--- config.mk ---
export PLATFORM = sky130hd
export DESIGN_NAME = hack_ram8_flat
export DESIGN_NICKNAME = d
export VERILOG_FILES = /design/src/rtl/hack_pkg.sv /design/src/rtl/hack_ram8_if.sv /design/src/rtl/hack_register.sv /design/src/rtl/hack_ram8.sv /design/src/flat_wrapper.sv
export SDC_FILE = /design/constraint.sdc
export NUM_CORES = 1
export LEC_CHECK = 0
export ABC_AREA = 1
export CAP_MARGIN = 20
export CORE_AREA = 3 3 147 92
export CTS_BUF_LIST = sky130_fd_sc_hd__clkbuf_2
export DETAILED_ROUTE_END_ITERATION = 7
export DIE_AREA = 0 0 150 95
export GPL_TIMING_DRIVEN = 0
export PLACE_DENSITY_LB_ADDON = 0.2
export SYNTH_ARGS = -nofsm -noshare
export SYNTH_HDL_FRONTEND = slang
export SYNTH_HIERARCHICAL = 1
export SYNTH_SLANG_ARGS = --single-unit
--- constraint.sdc ---
create_clock -name clk -period 1.5 [get_ports clk]
set_clock_uncertainty 0.15 [all_clocks]
set_input_delay 0.15 -clock clk [delete_from_list [all_inputs] [get_ports clk]]
set_output_delay 0.15 -clock clk [all_outputs]
set_load 0.02 [all_outputs]
--- src/rtl/hack_pkg.sv ---
// rtl/hack_pkg.sv - shared Hack word and RAM8 geometry definitions
package hack_pkg;
   localparam int WORD_W      = 16;
   localparam int RAM8_DEPTH  = 8;
   localparam int RAM8_ADDR_W = 3;

   typedef logic [WORD_W-1:0] hack_word_t;
endpackage

--- src/rtl/hack_ram8_if.sv ---
// rtl/hack_ram8_if.sv - write/read port bundle for hack_ram8
interface hack_ram8_if
   import hack_pkg::*;
#(
   parameter int WIDTH  = WORD_W,
   parameter int ADDR_W = RAM8_ADDR_W
);
   logic              load;
   logic [ADDR_W-1:0] addr_wr;
   logic [WIDTH-1:0]  d_in;
   logic              rd_en;
   logic [ADDR_W-1:0] addr_rd;
   logic [WIDTH-1:0]  d_out;
   logic              rd_valid;

   modport master (
      output load, addr_wr, d_in, rd_en, addr_rd,
      input  d_out, rd_valid
   );

   modport slave (
      input  load, addr_wr, d_in, rd_en, addr_rd,
      output d_out, rd_valid
   );
endinterface

--- src/rtl/hack_register.sv ---
// rtl/hack_register.sv - WIDTH-bit load register with async active-low clear
module hack_register
   import hack_pkg::*;
#(
   parameter int WIDTH = WORD_W
) (
   input  logic             clk,
   input  logic             rst_n,
   input  logic             load,
   input  logic [WIDTH-1:0] d_in,
   output logic [WIDTH-1:0] d_out
);
   logic [WIDTH-1:0] r_q;

   // An X on load takes the else path in simulation, so the word is kept.
   always_ff @(posedge clk or negedge rst_n) begin
      if (!rst_n) begin
         r_q <= '0;
      end else if (load) begin
         r_q <= d_in;
      end
   end

   assign d_out = r_q;
endmodule

--- src/rtl/hack_ram8.sv ---
// rtl/hack_ram8.sv - 8x16 Hack RAM8 with registered read port and write-first bypass
module hack_ram8
   import hack_pkg::*;
#(
   parameter int WIDTH  = WORD_W,
   parameter int DEPTH  = RAM8_DEPTH,
   parameter int ADDR_W = RAM8_ADDR_W
) (
   input logic       clk,
   input logic       rst_n,
   hack_ram8_if.slave bus
);
   logic [DEPTH-1:0] w_we;
   logic [WIDTH-1:0] w_word [DEPTH];
   logic [WIDTH-1:0] w_rd_data;
   logic             w_hit;
   logic             w_valid_nxt;
   logic [WIDTH-1:0] r_d_out;
   logic             r_rd_valid;

   always_comb begin
      w_we = '0;
      if (bus.load) begin
         w_we[bus.addr_wr] = 1'b1;
      end
   end

   for (genvar gi = 0; gi < DEPTH; gi++) begin : g_word
      hack_register #(.WIDTH(WIDTH)) u_word (
         .clk   (clk),
         .rst_n (rst_n),
         .load  (w_we[gi]),
         .d_in  (bus.d_in),
         .d_out (w_word[gi])
      );
   end

   // Same-address write and read on one edge returns the incoming data.
   always_comb begin
      w_hit     = bus.load && (bus.addr_wr == bus.addr_rd);
      w_rd_data = w_hit ? bus.d_in : w_word[bus.addr_rd];
   end

   // rd_valid is the only state: idle -> valid on rd_en, valid -> idle otherwise.
   always_comb begin
      w_valid_nxt = bus.rd_en;
   end

   always_ff @(posedge clk or negedge rst_n) begin
      if (!rst_n) begin
         r_rd_valid <= 1'b0;
      end else begin
         r_rd_valid <= w_valid_nxt;
      end
   end

   always_ff @(posedge clk or negedge rst_n) begin
      if (!rst_n) begin
         r_d_out <= '0;
      end else if (bus.rd_en) begin
         r_d_out <= w_rd_data;
      end
   end

   assign bus.d_out    = r_d_out;
   assign bus.rd_valid = r_rd_valid;
endmodule

--- src/flat_wrapper.sv ---
// flat-port wrapper written by rule: the top's interface ports become plain ports
module hack_ram8_flat import hack_pkg::*;
#(
   parameter int WIDTH  = WORD_W,
   parameter int DEPTH  = RAM8_DEPTH,
   parameter int ADDR_W = RAM8_ADDR_W
)
  (clk, rst_n, bus_load, bus_addr_wr, bus_d_in, bus_rd_en, bus_addr_rd, bus_d_out, bus_rd_valid);
  hack_ram8_if #(.WIDTH(WIDTH), .ADDR_W(ADDR_W)) bus_i ();
  input logic clk;
  input logic rst_n;
  input wire logic [$bits(bus_i.load)-1:0] bus_load;
  input wire logic [$bits(bus_i.addr_wr)-1:0] bus_addr_wr;
  input wire logic [$bits(bus_i.d_in)-1:0] bus_d_in;
  input wire logic [$bits(bus_i.rd_en)-1:0] bus_rd_en;
  input wire logic [$bits(bus_i.addr_rd)-1:0] bus_addr_rd;
  output wire logic [$bits(bus_i.d_out)-1:0] bus_d_out;
  output wire logic [$bits(bus_i.rd_valid)-1:0] bus_rd_valid;
  assign bus_i.load = bus_load;
  assign bus_i.addr_wr = bus_addr_wr;
  assign bus_i.d_in = bus_d_in;
  assign bus_i.rd_en = bus_rd_en;
  assign bus_i.addr_rd = bus_addr_rd;
  assign bus_d_out = bus_i.d_out;
  assign bus_rd_valid = bus_i.rd_valid;
  hack_ram8 #(.WIDTH(WIDTH), .DEPTH(DEPTH), .ADDR_W(ADDR_W)) u_core (.clk(clk), .rst_n(rst_n), .bus(bus_i));
endmodule
==> results.md <==
* Top Ports at 43
* Clock insertion delay at the later pin of the skew report at around 0.70 ns
* Syn avg cell area at ~7.7 sq um
* Routed wire length at ~20000 um
* Outcome: finished, violations left
* Final #Nets at between 1000 and 1500
* Synth Net Count at roughly 1000
* Worst path cell trace: buf_6
* Type of origin of the critical path: register
* FP Rows at 31
* CTS Hold Bufs at 4
* DR vias/cell at around 5.3
* Clk sinks at 145
* Initial antenna violation count at 0
* CP Data Arrival Time at ~1.3 ns
* Layout cell share with drive strength beyond 1 at 0.1802
* RSZ-0062 raised after global routing: yes
* Top-area cell type share of the netlist area at 0.4816
* CTS buffer count at 17
* Slew at the pin with the worst max-slew slack at 0.6986 ns
* Vias in the first global route at 5891
* DR WL/cell at about 16 um
* MaxCap Viol Count at 0
* I/O Buffers at 40
* Number of diodes at 0
* DR iter-0 viols at roughly 730
* Fmax at 636.5 MHz
* Largest stage delay on the critical path at approximately 0.44 ns
* GPL Wtd Cong at 0.8696
* Sequential share of the synthesized area at 0.4816
* CP max-delay cell: dfrtp_1
* Critical setup path kind: register to output pin
* First-pass GRT wire length at around 32000 um
* Psw at approximately 3200 uW
* Max VDD drop at roughly 0.00063 V
* Hold crit path type: input port to async pin
* Worst setup margin at -0.07104 ns
* Core area at between 10000 and 15000 sq um
* Ys Warns at 6
* Clock root buffer: clkbuf_2
* Final setup fails at 17
* Worst reg2reg path startpoint: u_core/g_word[5].u_word/d_out[12]
* Final hold slack at -0.1304 ns
* Die Area at 14250 sq um
* Leading area contributor after synthesis: dfrtp_1
* Die height at 95 um
* Crit path buf inv count at 1
* Top cells by area, synth: dfrtp_1, nand2_1, nand3_1
* Crit share post-route at 1.047
* Clk pwr share at 0.236
* Remaining antenna violation count after routing at 0
* Hold Vio Cnt, Final at 75
* Die X at around 150 um
* Tmin final at 1.571 ns
* Post-DP HPWL at roughly 14000 um
* Cell leakage power at between 0.004 and 0.005 uW
* CTS tree: yes
* CP Capture Type: output pin
* Via count at approximately 6600
* H-tree levels at 4
* Kind of cell adding the most delay to the critical path: flip-flops
* Design area at approximately 8600 sq um
* CP Max Fanout at 2
* Clock-pin slew on the worst setup and hold paths at 0.20 ns
* Largest net degree at the start of global routing at just under 80
* Seq pwr share at 0.528
* Critical Path RT at roughly 1.2 ns
* Worst slew margin at 0.5343
* Seq cells post-synth at about 150
* Pint at 6460 uW
* Final non-filler cell total at between 1000 and 1500
* Post-synthesis cell area at 7533 sq um
* DRT Pass-1 Iters at 5
* Netlist cell types at 23
* Failing checks: negative hold slack, negative setup slack
* Placed cells at ~1200
* Grt ovf at 0
* Post-Synthesis Cells at about 1000
* Drt drc at 0
* Pwr dens at ~1100 nW/um^2
* Post-DP Area at ~8200 sq um
* Tot GR Track Use at 0.2976
* Fillers at between 900 and 1000
* Slew Viols, Final at 0
* Switching Share at 0.3284
* Synth-to-layout area growth at 13.87%
* Initial Utilization at 0.6225
* Max Root-Sink Buffers at 2
* Crit path from: u_core/bus.d_out[5]
* Combinational share of power at 0.236
## layout by cell type, fill, tap and decap left out
cell,instances
nor2_8,1
o21ai_2,10
clkdlybuf4s50_1,22
clkinv_4,1
nor2_4,1
nand3_1,101
buf_16,1
clkinv_1,4
buf_6,36
clkinv_2,5
nand2_2,41
clkbuf_2,21
nand2_1,532
buf_2,14
clkinvlp_4,1
buf_4,18
nand3b_1,11
dfrtp_1,145
a21oi_2,5
bufinv_16,3
clkbuf_1,4
inv_6,8
inv_2,3
nor2_2,10
clkbuf_4,1
inv_1,38
nor2_1,15
dlygate4sd3_1,4
inv_4,2
o21ai_0,1
nand2_4,2
buf_1,1
buf_12,9
## repair_timing
action,CTS,global route
setup buffers,8,6
gates resized for setup,102,6
endpoints found under the hold margin,157,75
setup endpoints to repair,17,25
## layer usage
layer	vias up	wire length, um	track usage
met3	25	2516	0.1074
li1	3173	-	-
met5	-	0	0
met2	333	7968	0.3927
met1	3020	9368	0.4657
met4	0	194	0.05860
## state kept, by name (all words and copies together) (netlist names)
| name | cells |
|---|---|
| u_core/bus.rd_valid | 1 |
| u_core/g_word.u_word/d_out | 128 |
| u_core/bus.d_out | 16 |
## per-stage QoR
stage | total power [uW] | TNS (ns) | util | setup WS (ns)
finish | 9619 | -0.8909 | 0.7089 | -0.07104
detailed placement | 7239 | -28.54 | 0.6750 | -0.4749
floorplan | 6425 | 0 | - | 0.2569
CTS | 9591 | -1.669 | 0.7046 | -0.1177
global placement | 7150 | -841.01 | 0.6727 | -5.639
global route | 10200 | -2.463 | 0.7089 | -0.1669
## path summary, 6_finish.rpt
path | slack [ns] | cells past startpoint | to
max in group asynchronous | 0.54 | 3 | u_core/g_word[5].u_word/d_out[9]
hold / removal | -0.13 | 2 | u_core/g_word[2].u_word/d_out[0]
setup / recovery | -0.07 | 1 | bus_d_out[5]
setup reg to reg | 0.19 | 6 | u_core/bus.d_out[12]
min in group clk | 0.13 | 3 | u_core/g_word[2].u_word/d_out[8]
hold reg to reg | 0.35 | 2 | u_core/g_word[4].u_word/d_out[2]
## kinds of logic after synthesis
logic type,after synthesis,share of synthesized area
and+or+nand+nor,714,0.4001
DFF,145,0.4816
buffers and inverters,105,0.1001
AOI/OAI and AO/OA,16,0.01810
## cell usage after synthesis (all sizes together)
| library cell | n |
|---|---|
| a21oi | 5 |
| buf | 48 |
| clkbuf | 6 |
| dfrtp | 145 |
| inv | 51 |
| nand2 | 575 |
| nand3 | 101 |
| nand3b | 11 |
| nor2 | 27 |
| o21ai | 11 |
## power by group through the flow
stage | registers (uW) | clock network [uW] | logic, uW
detailed placement | 5110 | 0 | 2130
finish | 5080 | 2270 | 2270
global route | 5160 | 2500 | 2540
floorplan | 5110 | 0 | 1320
CTS | 5060 | 2330 | 2200
global placement | 5100 | 0 | 2050
## area by class of cell
cell class	instances	area (sq um)	share of cell area
multi-input combinational	730	3151	0.3673
inverter	51	236.5	0.02757
clock buffer	18	90.09	0.01050
timing repair buffer	59	595.6	0.06943
clock inverter	14	146.4	0.01707
sequential	145	3628	0.4230
tap	165	206.4	0.02407
buffer	54	524.3	0.06111
Note: power is estimated with default switching activity, not from simulation.
